<file path="config.mk">
export PLATFORM = sky130hd
export DESIGN_NAME = seven_seg_scan_n
export DESIGN_NICKNAME = d
export VERILOG_FILES = /design/src/rtl/seven_seg_pkg.sv /design/src/rtl/seven_seg_glyph.sv /design/src/rtl/seven_seg_scan_n.sv
export SDC_FILE = /design/constraint.sdc
export NUM_CORES = 1
export LEC_CHECK = 0
export ABC_CLOCK_PERIOD_IN_PS = 1900
export CORE_ASPECT_RATIO = 0.6
export CORE_MARGIN = 1.5
export CORE_UTILIZATION = 49
export CTS_CLUSTER_SIZE = 24
export DETAILED_ROUTE_END_ITERATION = 6
export PLACE_DENSITY = 0.77
export SLEW_MARGIN = 20
export SYNTH_ARGS = -nofsm -noshare
export SYNTH_HDL_FRONTEND = slang
export SYNTH_SLANG_ARGS = --single-unit
</file>
<file path="constraint.sdc">
create_clock -name clk -period 1.9 [get_ports clk]
set_clock_uncertainty 0.2 [all_clocks]
set_input_delay 0.57 -clock clk [delete_from_list [all_inputs] [get_ports clk]]
set_output_delay 0.57 -clock clk [all_outputs]
set_load 0.01 [all_outputs]
</file>
<file path="src/rtl/seven_seg_pkg.sv">
// seven_seg_pkg: shared glyph table and digit-field constants for the seven-segment scanner
package seven_seg_pkg;
  localparam int DIG_W = 5;
  localparam logic [7:0] SEG_OFF = 8'hFF;
  localparam logic [4:0] BLANK_CODE = 5'b10000;
  localparam logic [7:0] GLYPH [16] = '{
    8'h03, 8'h9F, 8'h25, 8'h0D, 8'h99, 8'h49, 8'h41, 8'h1F,
    8'h01, 8'h09, 8'h11, 8'hC1, 8'h63, 8'h85, 8'h61, 8'h71
  };
endpackage

</file>
<file path="src/rtl/seven_seg_glyph.sv">
// seven_seg_glyph: 5-bit digit code plus decimal point to active-low segment pattern
module seven_seg_glyph
  import seven_seg_pkg::*;
(
  input  logic [DIG_W-1:0] code,
  input  logic             dp,
  output logic [7:0]       seg
);
  assign seg = code[4] ? SEG_OFF : {GLYPH[code[3:0]][7:1], ~dp};
endmodule

</file>
<file path="src/rtl/seven_seg_scan_n.sv">
// seven_seg_scan_n: N-digit multiplexed 7-seg scanner with double buffer; SEVENSEG_DIM_EN adds brightness PWM
module seven_seg_scan_n
  import seven_seg_pkg::*;
#(
  parameter int NUM_DIG  = 4,
  parameter int PRESCALE = 65536,
  parameter int DEAD     = 16
) (
  input  logic                     clk,
  input  logic                     rst_n,
  input  logic [DIG_W*NUM_DIG-1:0] data_in,
  input  logic [NUM_DIG-1:0]       dp_in,
  input  logic                     load,
  input  logic [3:0]               bright,
  output logic                     busy,
  output logic                     frame_start,
  output logic [7:0]               seg,
  output logic [NUM_DIG-1:0]       anode
);
  localparam int SW = PRESCALE > 1 ? $clog2(PRESCALE) : 1;
  localparam int IW = NUM_DIG > 1 ? $clog2(NUM_DIG) : 1;
  localparam logic [SW-1:0] SLOT_LAST = SW'(PRESCALE - 1);
  localparam logic [SW-1:0] DEAD_S = SW'(DEAD);
  localparam logic [IW-1:0] IDX_LAST = IW'(NUM_DIG - 1);
  logic [SW-1:0] slot_cnt;
  logic [IW-1:0] idx;
  logic [DIG_W*NUM_DIG-1:0] act_data, pend_data;
  logic [NUM_DIG-1:0] act_dp, pend_dp, anode_nxt;
  logic [DIG_W-1:0] code;
  logic [7:0] glyph;
  logic slot_wrap, commit, gate;
  assign slot_wrap = slot_cnt == SLOT_LAST;
  assign commit = slot_wrap && idx == IDX_LAST && busy;
  assign code = act_data[DIG_W*idx +: DIG_W];
  assign anode_nxt = (slot_cnt >= DEAD_S && gate) ? ~(NUM_DIG'(1) << idx) : '1;
  seven_seg_glyph u_glyph (
    .code (code),
    .dp   (act_dp[idx]),
    .seg  (glyph)
  );
`ifdef SEVENSEG_DIM_EN
  logic [3:0] phase;
  always_ff @(posedge clk)
    phase <= !rst_n ? 4'd0 : phase + 4'd1;
  assign gate = phase <= bright;
`else
  logic unused_bright;
  assign unused_bright = ^bright;
  assign gate = 1'b1;
`endif
  // commit takes the old pending value; a coincident load refills pending and keeps busy high
  always_ff @(posedge clk) begin
    if (!rst_n) begin
      slot_cnt    <= '0;
      idx         <= '0;
      act_data    <= {NUM_DIG{BLANK_CODE}};
      pend_data   <= {NUM_DIG{BLANK_CODE}};
      act_dp      <= '0;
      pend_dp     <= '0;
      busy        <= 1'b0;
      frame_start <= 1'b0;
      seg         <= SEG_OFF;
      anode       <= '1;
    end else begin
      slot_cnt <= slot_wrap ? '0 : slot_cnt + 1'b1;
      if (slot_wrap)
        idx <= idx == IDX_LAST ? '0 : idx + 1'b1;
      if (commit) begin
        act_data <= pend_data;
        act_dp   <= pend_dp;
      end
      if (load) begin
        pend_data <= data_in;
        pend_dp   <= dp_in;
      end
      busy        <= load | (busy & ~commit);
      frame_start <= slot_cnt == '0 && idx == '0;
      seg         <= glyph;
      anode       <= anode_nxt;
    end
  end
endmodule
</file>
# Word-level counts from Yosys, hierarchy flattened

Memory sizes are Yosys's and may differ from the RTL's. A register that Yosys moved wholly into a read port is not among the register bits.
Cells that the tools add are included.

Register bits: 80
Bits in writable memories: 0
Latch bits: 0
Input bits: 31
Logic and storage cells: 41
Memories kept: 1
Memory bits (read-only): 128

Add/sub/neg operators: 2
Reductions and logical operators: 8
Shift-type cells: 2
Equality and inequality tests: 2
Div/mod/pow operators: 0
Multiplexer cells: 5
Multiply operators: 1
Bitwise logic cells: 7
Magnitude comparators: 3

Memories:

| memory           | words | width | read ports | clocked after memory_dff | wr ports | line                 | source |
|---|---|---|---|---|---|---|---|
| (name not given) | 16    | 8     | 1          | 1                        | 0        | seven_seg_glyph.sv:9 | `assign seg = code[4] ? SEG_OFF : {GLYPH[code[3:0]][7:1], ~dp};` |

Operator list:

| cell                  | count |
|---|---|
| $shiftx 20x6->5       | 1 |
| $add 16x1->16 const B | 1 |
| $eq 16x16->1 const B  | 1 |
| $ge 16x5->1 const B   | 1 |
| $logic_not 16->1      | 1 |
| $mux 8                | 2 |
| $ge 5x5->1 const B    | 1 |
| $mul 3x2->5 const A   | 1 |
| $not 4->5             | 1 |
| $not 4->4             | 1 |
| $reduce_or 2->1       | 2 |
| $shl 1x2->4 const A   | 1 |
| $logic_and 1x1->1     | 3 |
| $lt 2x3->1 const B    | 1 |
| $not 1->1             | 3 |
| $add 2x1->2 const B   | 1 |
| $bmux 1 s2            | 1 |
| $eq 2x2->1 const B    | 1 |
| $logic_not 2->1       | 1 |
| $mux 2                | 1 |
| $reduce_and 2->1      | 1 |
| $and 1x1->1           | 1 |
| $mux 1                | 1 |
| $or 1x1->1            | 1 |

# Longest topological paths before layout

Word-level depth: 6
Mapped depth: 7
Depth with buffers taken out: 6

# Hierarchy

Synthesis repeated with hierarchy kept, for this count alone.

Cell total of the unflattened synthesis: 372
Area total of the unflattened synthesis: 3,684.8 µm²

By module, submodules not included:

| module           | seq. area each (µm²) | cells each | instances | area each (µm²) |
|---|---|---|---|---|
| seven_seg_scan_n | 1,601.5              | 335        | 1         | 3,387.0 |
| seven_seg_glyph  | 0.0                  | 37         | 1         | 297.8 |

# Least setup slack after synthesis

OpenSTA, ideal clock, no wires.

Path kind: register -> register
From: reg idx[0]
To: reg seg[6]
Path slack: -0.149 ns
Setup time: 0.131 ns
Cell stages (with the launch flop): 8
Arrival: 1.718 ns
Clock period less this slack: 2.049 ns
Cells stage by stage: dfxtp_1 -> buf_6 -> mux4_2 -> inv_1 -> ha_1 -> nor2_1 -> a211o_1 -> nand3_1

Longest elaborated chain between the ends: 3
Elaborated cells between the ends (all ways): 4
Classes of those cells: mul (1); shift (1); bitwise (1); reduce/logical (1)

RTL lines:

| what                                                                 | line                   | source |
|---|---|---|
| from (decl)                                                          | seven_seg_scan_n.sv:26 | `logic [IW-1:0] idx;` |
| from (signal assigned)                                               | seven_seg_scan_n.sv:67 | `idx <= idx == IDX_LAST ? '0 : idx + 1'b1;` |
| $mul 3x2->5 (*)                                                      | seven_seg_scan_n.sv:34 | `assign code = act_data[DIG_W*idx +: DIG_W];` |
| $shiftx 20x6->5 (*)                                                  | seven_seg_scan_n.sv:34 |  |
| $reduce_or 2->1 (no source line) / $not 4->5 (equally long branches) | n/a                    |  |
| to (decl)                                                            | seven_seg_scan_n.sv:17 | `output logic [7:0] seg,` |

Every way passes the cells marked *; elsewhere a longest branch is shown, timed or not.
A chain may end at the register's enable or synchronous reset.

# Worst setup path in the final report

Same ends and word-level chain as after synthesis.

==> metrics <==
placed insts=483; sequential fraction of the synthesis area=0.457; I/O pin total=45; synthesis-to-layout area growth=32.4%; predominant post-synthesis flop cell=dfxtp_1; worst path required time=1.92 ns; Power, Total=3.70 mW; Post-synth top cells=80 x dfxtp_1, 59 x nand2_1, 51 x mux2i_1; final setup TNS=-0.128 ns; Hold WC Path Type=reg -> reg; crit end category=flop; crit start category=flop; Yosys reg bits=80; DRC=10; crit-path max FO=5; drt via density=5.18; RSZ-0062 raised after global routing=yes; Mapped Cells=354; port bufs=40; Die Y=68.5 um; DP Worst Slack=-0.0482 ns; post-route core utilization=0.683; Top Usage Layer GRT=met2; Core Region=6790 um^2; Final Max Tran Viols=0; Starting DRT DRC Count=93; max cap viols=0; Setup Viol. Count Final=5; PwrDens=797 nW/um^2; Fin Hold WS=0.263 ns; clk sinks=80; Pleak=1.69 nW; fin area=4640 um^2; ANT nets after route=0; share of layout cells above drive strength 1=0.197; Clk Latency, worst-skew pair=0.34 ns; failing checks=design-rule violations, negative setup slack; period utilisation layout=1.02; grt met2 use=0.322; cell at the slowest stage of the critical path=mux4_2; top cell type's share of synthesized area=0.457; Fmax=514 MHz; drt first pass iters=6; maximum VDD drop=0.412 mV; Post-DP Area=4120 um^2; initial antenna violation count=0; Starting Density=0.516; Worst slew margin=0.821; post-synth net total=397; final worst slack=-0.0460 ns; filler instances=512; crit path cell chain=mux4_2 -> inv_4 -> ha_4 -> nor2_4 -> a211o_1 -> nand3_1; crit path kind=reg -> reg; Crit path largest cell delay=0.64 ns; Reg area=1610 um^2; H-Tree Depth=3; top-count cell post-synth=dfxtp_1; Rows=23; area of the multi-input gates=1890 um^2; dominant cell type by area after synthesis=dfxtp_1; routed wire length=7630 um; global routing met3 resource utilization=0.0523; GRT Total Usage=0.204; Fin. Hold Viols=0; antenna cells=0; remaining global-route overflow=0; per-cell routed wire length=15.2 um; Syn. warnings=0; first-pass GRT wire length=11900 um; vias in the first global route=2446; # nets final=454; worst-margin pin slew=0.266 ns; Global Route met1 Usage=0.269; die footprint=7680 um^2; status=finished, violations left; CTS tree=built; EDFF count, synth=0; Vias=2606; HPWL after DPL=4930 um; Synth cell types=35; minimum clock period=1.95 ns; Synth area leaders=dfxtp_1 46%, mux2i_1 15%, nand2_1 6.3%, nor2b_1 5.5%, ha_1 4.3%; die width=112 um; Worst-path clk slew=0.06 ns; Mapped Area=3500 um^2; Syn Area/Cell=9.89 um^2; Final GP Congestion=0.849; Async SR Flop Fraction=0; cts hold-fix bufs=0; largest net degree at the start of global routing=49; WP data arrival=1.97 ns; Clock Path Buffers=2; CTS root buf=clkbuf_16; CTS Buf Count=9; fin cells=503
==> placed cells by master (no fill, tap or decap), types with 3 or more instances in the layout <==
cell             instances
dfxtp_1                 76
nand2_1                 59
mux2i_1                 51
nor2b_1                 30
clkdlybuf4s50_1         25
buf_4                   18
nor2_1                  17
dlygate4sd2_1           14
clkbuf_16               11
inv_1                    8
nand3_1                  8
nand4_1                  8
xor2_1                   8
mux4_2                   6
ha_1                     5
ha_4                     5
xnor2_1                  4
nor4_1                   4
o221ai_2                 4
clkinvlp_4               4
buf_12                   4
o21ai_1                  3
a21oi_2                  3
and2_1                   3
o21ai_0                  3
dfxtp_2                  3
buf_6                    3
==> final cells by class <==
class | count | area share
Inverter | 10 | 0.00917
Clock inverter | 6 | 0.0148
Multi-Input combinational cell | 243 | 0.408
Sequential cell | 80 | 0.347
Tap cell | 87 | 0.0235
Clock buffer | 10 | 0.0515
Timing Repair Buffer | 67 | 0.146
==> worst paths after layout <==
check                                     to  slack (ns)  depth (start not counted)           from
worst min register to register  act_data[13]        0.26                          2  pend_data[13]
worst min-delay path            act_data[13]        0.26                          2  pend_data[13]
worst max-delay path                  seg[6]       -0.05                          6         idx[0]
worst max register to register        seg[6]       -0.05                          6         idx[0]
==> cell families after synthesis <==
logic type / count (synthesis) / share of synthesized area
buffers and inverters: 31 / 0.0447
and+or+nand+nor: 142 / 0.204
xor gates and xnor gates: 12 / 0.0300
DFF: 80 / 0.457
muxes: 57 / 0.184
AOI/OAI and AO/OA: 20 / 0.0368
adders and majority gates: 12 / 0.0429
==> report_power, final <==
| group | internal, mW | total (mW) | switching (mW) | leakage (nW) |
|---|---|---|---|---|
| Clock | 1.05 | 1.75 | 0.699 | 0.137 |
| Sequential | 1.72 | 1.74 | 0.0249 | 0.653 |
| Combinational | 0.115 | 0.203 | 0.0886 | 0.895 |
==> repair_timing <==
action                     in CTS  in global routing
cloned                          0                  2
setup buffers                   1                  1
pin swaps                       6                  6
gates resized for setup        32                 18
setup endpoints to repair      22                 33
==> worst max-delay path: cells and delay by family, from the launching register on <==
family | cells | cell delay (ns)
mux | 1 | 0.64
compound gates | 1 | 0.11
buf+inv | 1 | 0.13
flops | 1 | 0.38
simple gates | 2 | 0.16
fa+ha+maj | 1 | 0.21
==> layer usage <==
| metal | vias to the layer above | share of wire |
|---|---|---|
| li1 | 1310 | - |
| met1 | 1225 | 0.49 |
| met2 | 64 | 0.45 |
| met3 | 7 | 0.052 |
| met4 | 0 | 0.0098 |
| met5 | - | 0 |
==> registers in the layout, summed over array words and instances (netlist names) <==
signal and flops:
act_dp 4, idx 2, act_data 20, anode 4
slot_cnt 16, seg 8, pend_data 20, frame_start 1
pend_dp 4, busy 1
Power figures use the tool's default switching activity.
